<file path="src/rtl/alu_seq_pkg.sv">
// rtl/alu_seq_pkg.sv - shared state encoding, opcodes and opcode helpers for alu_op_sequencer
package alu_seq_pkg;

  typedef enum logic [2:0] {
    S_CMD,
    S_A,
    S_B,
    S_EXEC,
    S_OUT
  } state_t;

  localparam logic [2:0] OP_ADD  = 3'b000;
  localparam logic [2:0] OP_SUB  = 3'b001;
  localparam logic [2:0] OP_AND  = 3'b010;
  localparam logic [2:0] OP_OR   = 3'b011;
  localparam logic [2:0] OP_ROTL = 3'b100;
  localparam logic [2:0] OP_ROTR = 3'b101;

  function automatic logic is_unary(input logic [2:0] op);
    return (op == OP_ROTL) || (op == OP_ROTR);
  endfunction

  function automatic logic is_valid(input logic [2:0] op);
    return op inside {OP_ADD, OP_SUB, OP_AND, OP_OR, OP_ROTL, OP_ROTR};
  endfunction

endpackage

</file>
<file path="src/rtl/alu_seq_timeout.sv">
// rtl/alu_seq_timeout.sv - idle-cycle counter that flags expiry after TIMEOUT_CYCLES waiting cycles
module alu_seq_timeout #(
  parameter int TIMEOUT_CYCLES = 255
) (
  input  logic clk,
  input  logic rst_n,
  input  logic i_clr,
  input  logic i_en,
  output logic o_expire
);

  localparam int CW   = (TIMEOUT_CYCLES > 1) ? $clog2(TIMEOUT_CYCLES) : 1;
  localparam int LAST = (TIMEOUT_CYCLES > 0) ? TIMEOUT_CYCLES - 1 : 0;

  logic [CW-1:0] r_cnt;

  always_ff @(posedge clk or negedge rst_n) begin
    if (!rst_n) begin
      r_cnt <= '0;
    end else if (i_clr) begin
      r_cnt <= '0;
    end else if (i_en) begin
      r_cnt <= r_cnt + CW'(1);
    end
  end

  // Expiry fires on the idle cycle that would bring the count to TIMEOUT_CYCLES.
  assign o_expire = (TIMEOUT_CYCLES > 0) && i_en && (r_cnt == CW'(LAST));

endmodule

</file>
<file path="src/rtl/alu_op_sequencer.sv">
// rtl/alu_op_sequencer.sv - byte-serial command/operand front end driving an external 8-bit ALU
module alu_op_sequencer
  import alu_seq_pkg::*;
#(
  parameter int TIMEOUT_CYCLES = 255,
  parameter int WIDTH          = 8
) (
  input  logic             clk,
  input  logic             rst_n,
  input  logic [WIDTH-1:0] in_data,
  input  logic             in_valid,
  output logic             in_ready,
  output logic [WIDTH-1:0] out_data,
  output logic             out_err,
  output logic             out_valid,
  input  logic             out_ready,
  output logic [WIDTH-1:0] alu_a,
  output logic [WIDTH-1:0] alu_b,
  output logic [2:0]       alu_sel,
  input  logic [WIDTH-1:0] alu_r,
  output logic             busy,
  output logic             timeout
);

  state_t           r_state;
  logic [2:0]       r_op;
  logic             r_err;
  logic [WIDTH-1:0] r_acc;
  logic [WIDTH-1:0] r_alu_a;
  logic [WIDTH-1:0] r_alu_b;
  logic [2:0]       r_alu_sel;
  logic [WIDTH-1:0] r_out_data;
  logic             r_out_err;
  logic             r_out_valid;
  logic             r_timeout;

  logic       w_accept;
  logic       w_wait;
  logic       w_expire;
  logic [2:0] w_op;
  logic       w_chain;

  assign w_op     = in_data[2:0];
  assign w_chain  = in_data[3];
  assign w_wait   = (r_state == S_A) || (r_state == S_B);
  assign in_ready = (r_state == S_CMD) || w_wait;
  assign w_accept = in_valid && in_ready;
  assign busy     = (r_state != S_CMD);

  assign out_data  = r_out_data;
  assign out_err   = r_out_err;
  assign out_valid = r_out_valid;
  assign alu_a     = r_alu_a;
  assign alu_b     = r_alu_b;
  assign alu_sel   = r_alu_sel;
  assign timeout   = r_timeout;

  alu_seq_timeout #(
    .TIMEOUT_CYCLES(TIMEOUT_CYCLES)
  ) u_timeout (
    .clk     (clk),
    .rst_n   (rst_n),
    .i_clr   (!w_wait || w_accept),
    .i_en    (w_wait && !w_accept),
    .o_expire(w_expire)
  );

  always_ff @(posedge clk or negedge rst_n) begin
    if (!rst_n) begin
      r_state     <= S_CMD;
      r_op        <= '0;
      r_err       <= 1'b0;
      r_acc       <= '0;
      r_alu_a     <= '0;
      r_alu_b     <= '0;
      r_alu_sel   <= '0;
      r_out_data  <= '0;
      r_out_err   <= 1'b0;
      r_out_valid <= 1'b0;
      r_timeout   <= 1'b0;
    end else begin
      r_timeout <= 1'b0;
      case (r_state)
        S_CMD: begin
          if (w_accept) begin
            r_op      <= w_op;
            r_alu_sel <= w_op;
            r_alu_b   <= '0;
            r_err     <= !is_valid(w_op);
            if (!is_valid(w_op)) begin
              r_state <= S_EXEC;
            end else if (w_chain) begin
              r_alu_a <= r_acc;
              r_state <= is_unary(w_op) ? S_EXEC : S_B;
            end else begin
              r_state <= S_A;
            end
          end
        end
        S_A: begin
          if (w_accept) begin
            r_alu_a <= in_data;
            r_state <= is_unary(r_op) ? S_EXEC : S_B;
          end else if (w_expire) begin
            r_state   <= S_CMD;
            r_timeout <= 1'b1;
          end
        end
        S_B: begin
          if (w_accept) begin
            r_alu_b <= in_data;
            r_state <= S_EXEC;
          end else if (w_expire) begin
            r_state   <= S_CMD;
            r_timeout <= 1'b1;
          end
        end
        S_EXEC: begin
          // Invalid opcodes still report a result, but must not disturb the chain value.
          r_out_data  <= alu_r;
          r_out_err   <= r_err;
          r_out_valid <= 1'b1;
          if (!r_err) r_acc <= alu_r;
          r_state <= S_OUT;
        end
        S_OUT: begin
          if (out_ready) begin
            r_out_valid <= 1'b0;
            r_state     <= S_CMD;
          end
        end
        default: r_state <= S_CMD;
      endcase
    end
  end

endmodule
</file>
<file path="config.mk">
export PLATFORM = sky130hd
export DESIGN_NAME = alu_op_sequencer
export DESIGN_NICKNAME = d
export VERILOG_FILES = /design/src/rtl/alu_seq_pkg.sv /design/src/rtl/alu_seq_timeout.sv /design/src/rtl/alu_op_sequencer.sv
export SDC_FILE = /design/constraint.sdc
export NUM_CORES = 1
export LEC_CHECK = 0
export CAP_MARGIN = 10
export CORE_UTILIZATION = 40
export CTS_CLUSTER_SIZE = 14
export DETAILED_ROUTE_END_ITERATION = 10
export PLACE_DENSITY_LB_ADDON = 0.1
export SLEW_MARGIN = 40
export SYNTH_ARGS = -nofsm -noshare
export SYNTH_HDL_FRONTEND = slang
export SYNTH_HIERARCHICAL = 1
export SYNTH_SLANG_ARGS = --single-unit
</file>
<file path="constraint.sdc">
create_clock -name clk -period 3.05 [get_ports clk]
set_clock_uncertainty 0.1 [all_clocks]
set_input_delay 0.61 -clock clk [delete_from_list [all_inputs] [get_ports clk]]
set_output_delay 0.61 -clock clk [all_outputs]
set_load 0.05 [all_outputs]
</file>
# ---- Word-level counts from Yosys, hierarchy flattened
# Index checks and enable logic that the tools add are counted.
dict set report classes {
  div 0
  bitwise_logic 1
  n_reduce_logical 26
  magnitude_cmp 0
  add_sub_neg 1
  n_mul 0
  n_eq_ne 18
  shifts 0
  n_mux 24
}
# op n
set op_table {}
lappend op_table {{$mux 8} 7}
lappend op_table {{$pmux 8 s2} 2}
lappend op_table {{$eq 3x3->1 const B} 5}
lappend op_table {{$mux 3} 5}
lappend op_table {{$pmux 3 s5} 1}
lappend op_table {{$eq 3x2->1 const B} 4}
lappend op_table {{$ne 2x2->1 const B} 5}
lappend op_table {{$add 8x1->8 const B} 1}
lappend op_table {{$eq 8x8->1 const B} 1}
lappend op_table {{$reduce_and 2->1} 4}
lappend op_table {{$reduce_bool 2->1} 4}
lappend op_table {{$eq 3x1->1 const B} 2}
lappend op_table {{$logic_not 3->1} 2}
lappend op_table {{$mux 1} 6}
lappend op_table {{$reduce_bool 6->1} 1}
lappend op_table {{$logic_or 1x1->1} 5}
lappend op_table {{$reduce_and 5->1} 1}
lappend op_table {{$mux 2} 2}
lappend op_table {{$logic_and 1x1->1} 3}
lappend op_table {{$logic_not 1->1} 3}
lappend op_table {{$reduce_and 3->1} 1}
lappend op_table {{$reduce_bool 3->1} 1}
lappend op_table {{$ne 2x1->1 const B} 1}
lappend op_table {{$pmux 1 s2} 1}
lappend op_table {{other kinds (2)} 2}
dict set report word_totals {
  mem_count 0
  rom_bits 0
  ramBits 0
  regBits 50
  out_inout_bits 32
  latchBits 0
  in_bits 20
  wordCells 81
}

# ---- Longest topological paths before layout
dict set report depth {
  word_depth 10
  ltp_mapped 9
  mapped_depth_nobuf 7
}

# ---- Hierarchy
# The synthesis kept the hierarchy.
# mod instances seq_area_each_um2 cells_per_inst area_per_inst_um2
set by_module_without_submodules {}
lappend by_module_without_submodules {alu_op_sequencer 1 1051.0 144 1846.8}
lappend by_module_without_submodules {alu_seq_timeout 1 200.2 41 411.6}

# ---- Worst setup path before layout
# No wires, ideal clock.
dict set report synth_timing {
  path_type {register to output}
  from {register r_state[0]}
  to {output port in_ready}
  required_time_ns 2.340
  n_path_buf 1
  path_stages_with_launch 3
  slack_ns 0.932
  t_arrival_ns 1.408
  cell_sequence {dfrtp_1 -> buf_4 -> a21oi_1}
}
dict set report synth_via {
  elab_chain_cells 3
  elab_cells_between_ends 5
  cone_classes {2 x eq/ne; 3 x reduce/logical}
}
# element line
set synth_rtl {}
lappend synth_rtl {{from (decl)} alu_op_sequencer.sv:25} ;# state_t r_state;
lappend synth_rtl {{from (signal assigned)} alu_op_sequencer.sv:94} ;# r_state <= is_unary(w_op) ? S_EXEC : S_B;
lappend synth_rtl {{from (signal assigned)} alu_op_sequencer.sv:103} ;# r_state <= is_unary(r_op) ? S_EXEC : S_B;
lappend synth_rtl {{$eq 3x1->1 / $eq 3x2->1 (equally long branches)} alu_op_sequencer.sv:45} ;# assign w_wait = (r_state == S_A) || (r_state == S_B);
lappend synth_rtl {{$logic_or 1x1->1} alu_op_sequencer.sv:45}
lappend synth_rtl {{$logic_or 1x1->1 *} alu_op_sequencer.sv:46} ;# assign in_ready = (r_state == S_CMD) || w_wait;
lappend synth_rtl {{to (decl)} alu_op_sequencer.sv:12} ;# output logic in_ready,
# Every way passes the cells marked *; elsewhere a longest branch is shown, timed or not.

# ---- Worst setup path in the final report
dict set report layout_timing {
  from {register r_state[0]}
  to {output port busy}
}
dict set report layout_via {
  elab_chain_cells 1
}
# element line
set layout_rtl {}
lappend layout_rtl {{$reduce_bool 3->1} alu_op_sequencer.sv:48} ;# assign busy = (r_state != S_CMD);
lappend layout_rtl {{to (decl)} alu_op_sequencer.sv:21} ;# output logic busy,
# Every way passes these cells.

==> results.cfg <==
[status]
outcome = completed

[clock_tree]
clock_path_buffers = 2
cts.sinks = 50
numCtsBuffers = 5
hold_buffers = 0
cts_tree = built
clk-insertion-delay-late_ps = 290
post_cts_buffers = 0
path_clk_slew_ps = 90
htreeDepth = 2
post_cts_resized = 0
root_buffer = clkbuf_8

[drt]
ant_nets = 0
drc = 0
drt_iter0_drc = 60
vias = 1534
wl_per_cell_um = 15.2
first_pass_iters = 4
via_per_inst = 5.03
wl_mm = 4.62

[worst_setup_path]
path_delay_family = buffers and inverters
critPathMaxFanout = 14
end_kind = primary output
cp_cell_sequence = or3_1 > clkdlybuf4s50_1
startpoint = r_state[0]
timing.rr.end = alu_a[3]
crit_slowest_cell = clkdlybuf4s50_1
worstSetupPathDepth = 2
r2r_cells = 3
worst-r2r-setup-slack_ps = 980
cp_num_buf_inv = 1
start_kind = flop
max_stage_delay_ps = 700
crit_end = busy
arrival_ps = 1980
crit_required_ps = 2340
critPathKind = flop to primary output
r2r_start = r_state[0]

[logic_synthesis]
post_synth_num_cell_types = 37
yosysMostFrequentCell = dfrtp_1
seq_area_frac_synth = 0.554
synth-seq-cells = 50
synth_ff_type = dfrtp_1
syn_area_um2 = 2260
synthTopCellsByCount = dfrtp_1 (50), mux2_2 (28), nand2_1 (19)
synth_top_area_frac = 0.554
synth-edff-count = 0
syn_nets = 207
synth_async_sr_flop_share = 1.00
synth_area_per_cell_um2 = 12.2
ys_top_cells_by_area = dfrtp_1 (55%), mux2_2 (14%), mux2_1 (4.0%)
yosys_warnings = 6
synth_area_leader_cell = dfrtp_1
synth_cells = 185

[finish]
syn2layout_area_growth_pct = 29.6
fillCellCount = 471
antenna_cells = 0
final_nets = 257
drive_above_1_share = 0.187

[die]
rows = 26
die_w_um = 77.1
start_util = 0.429
io_pins = 52
die_h_um = 77.1
die_area_um2 = 5950
core_area_um2 = 5270

[power]
ir_worst_vdd_mv = 0.669
p_leak_nw = 1.22
power_density_nw_per_um2 = 1210
power.total_mw = 3.54

[timing]
fin_crit_sh = 0.881
rsz0062_at_grt = no
worst_pin_slew_ps = 520
setup_tns_ps = 0
relSlewSlack = 0.653
setup_viol = 0
period_needed_ps = 2690
hold_viol = 0
fmax_mhz = 372
slew_viol_final = 0

[run]
drv_cap = 0

[place]
dp_hpwl_mm = 3.43
io_buffers = 51
gp_congestion = 0.715

[global_routing]
track_usage = 0.167
grt.overflow.total = 0
grt_pass1_vias = 1520
grt_max_degree = 29
antenna_found_initial = 0
grt_pass1_wl_mm = 7.68

[worst_hold_path]
hp-class = primary input to async pin
[cell usage in the layout, fill, tap and decap left out, drive strengths merged, types with 3 or more instances in the layout]
cell,instances
a21oi,8
buf,4
clkbuf,6
clkdlybuf4s50,50
dfrtp,50
inv,6
mux2,36
nand2,19
nand4,4
nor2,8
o21ai,12
or3,4
xor2,3
[cell families after synthesis]
kind of cell	after synthesis	share of synthesized area
simple gates	49	0.134
xor+xnor	5	0.0194
fa+ha+maj	2	0.0111
flops	50	0.554
compound gates	26	0.0654
buf+inv	17	0.0366
mux	36	0.180
[power breakdown]
part / internal (mW) / switching (mW) / leakage [nW] / total (mW)
logic: 0.749 / 1.18 / 0.538 / 1.92
clock network: 0.263 / 0.203 / 0.0573 / 0.465
registers: 0.946 / 0.201 / 0.624 / 1.15
total: 1.96 / 1.58 / 1.22 / 3.54
[registers in the layout, indices dropped and copies added, names as in the netlist]
signal / count
out_data: 8
out_valid: 1
alu_a: 8
u_timeout/r_cnt: 8
alu_b: 8
r_err: 1
alu_sel: 3
timeout: 1
r_acc: 8
out_err: 1
r_state: 3
[final cells by class]
| type | instances | area, um^2 | area share |
|---|---|---|---|
| clock buffer | 6 | 82.6 | 0.0282 |
| tap | 70 | 87.6 | 0.0299 |
| multi-input combinational | 118 | 925 | 0.316 |
| timing repair buffer | 54 | 528 | 0.180 |
| sequential | 50 | 1250 | 0.428 |
| inverter | 6 | 22.5 | 0.00770 |
| clock inverter | 1 | 30.0 | 0.0103 |
[per-stage QoR]
step / instance area, um^2 / hold slack, ps / utilization / worst slack [ps] / cells
after floorplan: 2260 / 214 / - / 932 / 185
after global placement: 2810 / 361 / 0.534 / 633 / 298
after detailed placement: 2810 / 369 / 0.534 / 575 / 298
after CTS: 2930 / 191 / 0.555 / 342 / 305
after global routing: 2930 / 210 / 0.555 / 264 / 305
final: 2930 / 179 / 0.555 / 363 / 305
[worst register-to-register path, stage by stage (launching register included)]
cell and delay (ps):
dfrtp_1 640, nor3b_4 520, mux2_2 390, mux2_1 300
[worst min path at each step]
stage,cells after the start,to,slack (ps)
global route,1,alu_b[2],210
detailed placement,2,alu_b[1],370
floorplan,0,alu_a[0],210
global placement,2,alu_b[7],360
finish,1,alu_b[3],180
CTS,1,alu_b[3],190
[per-layer routing]
metal	track usage	up-vias	part of all wire
met5	0	-	0
met4	0.0453	0	0.0087
met3	0.0417	4	0.043
met2	0.260	35	0.47
met1	0.230	753	0.48
li1	-	742	-
Note: power is estimated with default switching activity, not from simulation.
==> edit 1 (same flow settings) <==
Register the output `timeout` once more, cleared by the reset; this adds one clock of latency there. The other outputs are not delayed to match.
--- a/src/rtl/alu_op_sequencer.sv
+++ b/src/rtl/alu_op_sequencer.sv
@@ -53,7 +53,13 @@
   assign alu_a     = r_alu_a;
   assign alu_b     = r_alu_b;
   assign alu_sel   = r_alu_sel;
-  assign timeout   = r_timeout;
+  always_ff @(posedge clk or negedge rst_n) begin
+    if (!rst_n) begin
+      timeout <= '0;
+    end else begin
+      timeout <= r_timeout;
+    end
+  end
 
   alu_seq_timeout #(
     .TIMEOUT_CYCLES(TIMEOUT_CYCLES)
Behaviour: no difference found for any inputs over 10 cycles, from zero or initial values and one cycle with rst_n low; that may be too few to reach the edited logic, so the function may still have changed.
==> edit 1 against the unedited design <==
Synthesized cell count is 1.1% higher. Hold slack got worse by 0.12 ns. Synthesized area is 1.9% higher. Global-route usage decreased by 0.45 points. Setup slack lost 0.017 ns. Via count grew 0.72%. Largest power group unchanged. Sequential cell count rose by 1. Fmax fell by 0.63%. Clock power shrank 16%. Combinational power fell by 4%. Final area rose by 0.68%. Routed wire length decreased by 3.9%. Power decreased by 4.3%. Non-clock buffer count increased by 1.
==> edit 1: results (changes against the unedited design) <==
[cells_and_area]
nNetsFinal = 260  ; was 257
fill_cells = 525  ; was 471
proportion_of_layout_cells_with_a_drive_suffix_above_1 = 0.192  ; was 0.187

[power]
pg_comb_mw = 1.85  ; was 1.92 mW
peakVddDrop_uv = 663  ; was 669 uV
power_in_the_clock_group_uw = 391  ; was 465 uW
total_leakage_power_nw = 1.23  ; was 1.22 nW

[clock_tree]
insertion_delay_ns = 0.31  ; was 0.29 ns

[logic_synthesis]
yosysSeqAreaShare = 0.555  ; was 0.554
synthesis.area_per_instance_sq_um = 12.3  ; was 12.2 sq um
synth_area_leaders = sky130_fd_sc_hd__dfrtp_1 (55%), sky130_fd_sc_hd__mux2_2 (14%), sky130_fd_sc_hd__mux2_1 (3.9%)  ; was sky130_fd_sc_hd__dfrtp_1 (55%), sky130_fd_sc_hd__mux2_2 (14%), sky130_fd_sc_hd__mux2_1 (4.0%)

[run_status]
outcome = complete, no violations  ; unchanged

[place]
finalWeightedCongestion = 0.741  ; was 0.715
placed_cells_incl_taps = 303  ; was 298
place.detailed.hpwl_microns = 3230  ; was 3430 microns

[grt]
global_route_wire_length_before_repair_microns = 7450  ; was 7680 microns
grt_util_met1 = 0.233  ; was 0.230
grt.total_usage = 0.162  ; was 0.167

[timing]
max-slew-margin-rel = 0.656  ; was 0.653
hold-worst-slack_ns = 0.0585  ; was 0.179 ns

[critical_path]
rr_endpoint = alu_a[2]$_DFFE_PN0P_  ; was alu_a[3]$_DFFE_PN0P_

[detailed_routing]
routed_wire_length_per_instance_microns = 14.3  ; was 15.2 microns
wire_length_the_detailed_router_placed_on_met1_microns = 2200  ; was 2220 microns
met2_length_microns = 2030  ; was 2160 microns
num_vias = 1545  ; was 1,534

[edit 1: kinds of logic (layout without fill, tap and decap cells)]
| family | Yosys count | count (layout) | share of synthesized area |
|---|---|---|---|
| AOI/OAI and AO/OA | 26 | 26 | 0.0647 |
| buffers and inverters | 17 | 69 | 0.0397 |
| DFF | 51 | 51 | 0.555 |
| adders and majority gates | 2 | 2 | 0.0109 |
| muxes | 36 | 36 | 0.176 |
| xor gates and xnor gates | 5 | 5 | 0.0190 |
| and+or+nand+nor | 50 | 50 | 0.135 |
[edit 1: through the flow]
stage / setup slack, ns / power (mW)
final: 0.346 / 3.39
after global placement: 0.598 / 3.02
after global routing: 0.273 / 3.59
after CTS: 0.331 / 3.43
after floorplan: 0.957 / 2.48
after detailed placement: 0.576 / 3.04
[edit 1: final cells by class]
type	count	area share
clock buffer	5	0.0234
clock inverter	3	0.00679
inverter	6	0.00764
multi-input combinational	119	0.317
sequential	51	0.433
tap	72	0.0306
timing repair buffer	55	0.182
==> edit 2 (same flow settings) <==
Made on the original files. Change the parameter `WIDTH` from 8 to 7.
--- a/src/rtl/alu_op_sequencer.sv
+++ b/src/rtl/alu_op_sequencer.sv
@@ -3,7 +3,7 @@
   import alu_seq_pkg::*;
 #(
   parameter int TIMEOUT_CYCLES = 255,
-  parameter int WIDTH          = 8
+  parameter int WIDTH          = 7
 ) (
   input  logic             clk,
   input  logic             rst_n,
Ports: changed (5 resized); port bits go from 52 to 47. The function was not compared with the original's and may differ.
==> edit 2 against the unedited design <==
Clock power fell by 2%. Synthesized area fell by 6.8%. Power fell by 7.0%. Routed wire length fell by 3.8%. Largest power group unchanged. Cell count fell by 4.3%. Sequential cell count fell by 4. Final area fell by 7.0%. Setup slack improved by 0.053 ns.
==> edit 2: results (changes against the unedited design) <==
[place]
placed_cell_area_sq_um = 2610  ; was 2810 sq um
place.detailed.hpwl_microns = 3290  ; was 3430 microns
finalWeightedCongestion = 0.760  ; was 0.715
port-buffer-count = 46  ; was 51

[logic_synthesis]
yosysSeqAreaShare = 0.547  ; was 0.554
synth_cell_type_count = 35  ; was 37
synth-async-reset-ratio = 1.00  ; unchanged
syn-num-nets = 194  ; was 207
synth_area_leaders = sky130_fd_sc_hd__dfrtp_1 (55%), sky130_fd_sc_hd__mux2_2 (17%), sky130_fd_sc_hd__nand2_1 (3.2%)  ; was sky130_fd_sc_hd__dfrtp_1 (55%), sky130_fd_sc_hd__mux2_2 (14%), sky130_fd_sc_hd__mux2_1 (4.0%)
synth_common_cells = sky130_fd_sc_hd__dfrtp_1 (46), sky130_fd_sc_hd__mux2_2 (32), sky130_fd_sc_hd__nand2_1 (18)  ; was sky130_fd_sc_hd__dfrtp_1 (50), sky130_fd_sc_hd__mux2_2 (28), sky130_fd_sc_hd__nand2_1 (19)

[grt]
antenna_found_initial = 0  ; unchanged
first_global_vias = 1536  ; was 1,520
grt.total_usage = 0.183  ; was 0.167
global_route_wire_length_before_repair_microns = 7350  ; was 7680 microns

[cells_and_area]
proportion_of_layout_cells_with_a_drive_suffix_above_1 = 0.230  ; was 0.187
largest_reg_flops = 8
nNetsFinal = 241  ; was 257
fill_cells = 458  ; was 471

[power]
total_leakage_power_nw = 1.12  ; was 1.22 nW
net-switching-power_mw = 1.49  ; was 1.58 mW
peakVddDrop_uv = 574  ; was 669 uV

[run_status]
outcome = complete, no violations  ; unchanged

[timing]
max-slew-margin-rel = 0.588  ; was 0.653

[critical_path]
reg2reg_slack_ns = 0.94  ; was 0.98 ns
worstSetupStartpoint = r_state[2]$_DFFE_PN0P_  ; was r_state[0]$_DFFE_PN0P_
rr_endpoint = r_state[0]$_DFFE_PN0P_  ; was alu_a[3]$_DFFE_PN0P_
reg2regPathDepth = 9  ; was 3
cp_max_fo = 12  ; was 14
critPathArrivalTime_ns = 1.92  ; was 1.98 ns
worstReg2RegStart = r_state[1]$_DFFE_PN0P_  ; was r_state[0]$_DFFE_PN0P_

[detailed_routing]
drt_iter0_drc = 48  ; was 60
routed_wire_length_per_instance_microns = 15.2  ; about the same
viasPerCell = 5.06  ; was 5.03

## edit 2: worst min-delay path by stage
stage	from	endpoint	slack, ns	cells past startpoint
after detailed placement	alu_b[4]$_DFFE_PN0P_	alu_b[4]$_DFFE_PN0P_	0.38	2
after global placement	alu_b[4]$_DFFE_PN0P_	alu_b[4]$_DFFE_PN0P_	0.37	2
after floorplan	rst_n	alu_a[0]$_DFFE_PN0P_	0.21	0
after CTS	rst_n	timeout$_DFF_PN0_	0.22	1
final	rst_n	u_timeout/r_cnt[4]$_DFFE_PN0P_	0.21	1
after global routing	rst_n	u_timeout/r_cnt[4]$_DFFE_PN0P_	0.24	1
## edit 2: logic make-up (layout without fill, tap and decap cells)
| group | count (synthesis) | after routing | share of synthesized area |
|---|---|---|---|
| flip-flops | 46 | 46 | 0.547 |
| AND/OR/NAND/NOR | 45 | 45 | 0.120 |
| multiplexers | 32 | 32 | 0.171 |
| AO/OA/AOI/OAI | 27 | 27 | 0.0844 |
| buffers and inverters | 17 | 65 | 0.0452 |
| XOR/XNOR | 5 | 5 | 0.0208 |
| adder cells (fa/ha/maj) | 2 | 2 | 0.0119 |
## edit 2: cell type report
cell class | count | area share
Multi-Input combinational cell | 111 | 0.315
Tap cell | 70 | 0.0322
Clock buffer | 5 | 0.0253
Timing Repair Buffer | 49 | 0.177
Clock inverter | 3 | 0.0166
Inverter | 8 | 0.0110
Sequential cell | 46 | 0.423
## edit 2: per-stage QoR
stage | total power, mW | util | worst slack, ns | std cells
2_1_floorplan | 2.31 | - | 1.01 | 174
3_5_place_dp | 2.86 | 0.514 | 0.377 | 284
5_1_grt | 3.48 | 0.536 | 0.329 | 292
6_report | 3.29 | 0.536 | 0.417 | 292
4_1_cts | 3.33 | 0.536 | 0.396 | 292
3_3_place_gp | 2.82 | 0.513 | 0.452 | 284
## edit 2: power groups by stage
stage	logic [mW]	clock network (mW)	registers (mW)
3_3_place_gp	1.76	0	1.06
2_1_floorplan	0.717	0	1.60
4_1_cts	1.79	0.470	1.06
6_report	1.78	0.454	1.06
3_5_place_dp	1.79	0	1.07
5_1_grt	1.89	0.493	1.10
## edit 2: metal layers
layer | share of wire | GRT usage | vias to the layer above
met5 | 0 | 0 | -
met4 | 0.012 | 0.0650 | 0
met3 | 0.049 | 0.0583 | 5
met2 | 0.52 | 0.310 | 31
met1 | 0.42 | 0.218 | 740
li1 | - | - | 702
## edit 2: worst register-to-register path, delay by kind of cell, from the launching register on
family	cells	cell delay, ns
buffers and inverters	2	0.41
AND/OR/NAND/NOR	4	0.49
flip-flops	1	0.44
XOR/XNOR	1	0.23
AO/OA/AOI/OAI	2	0.37
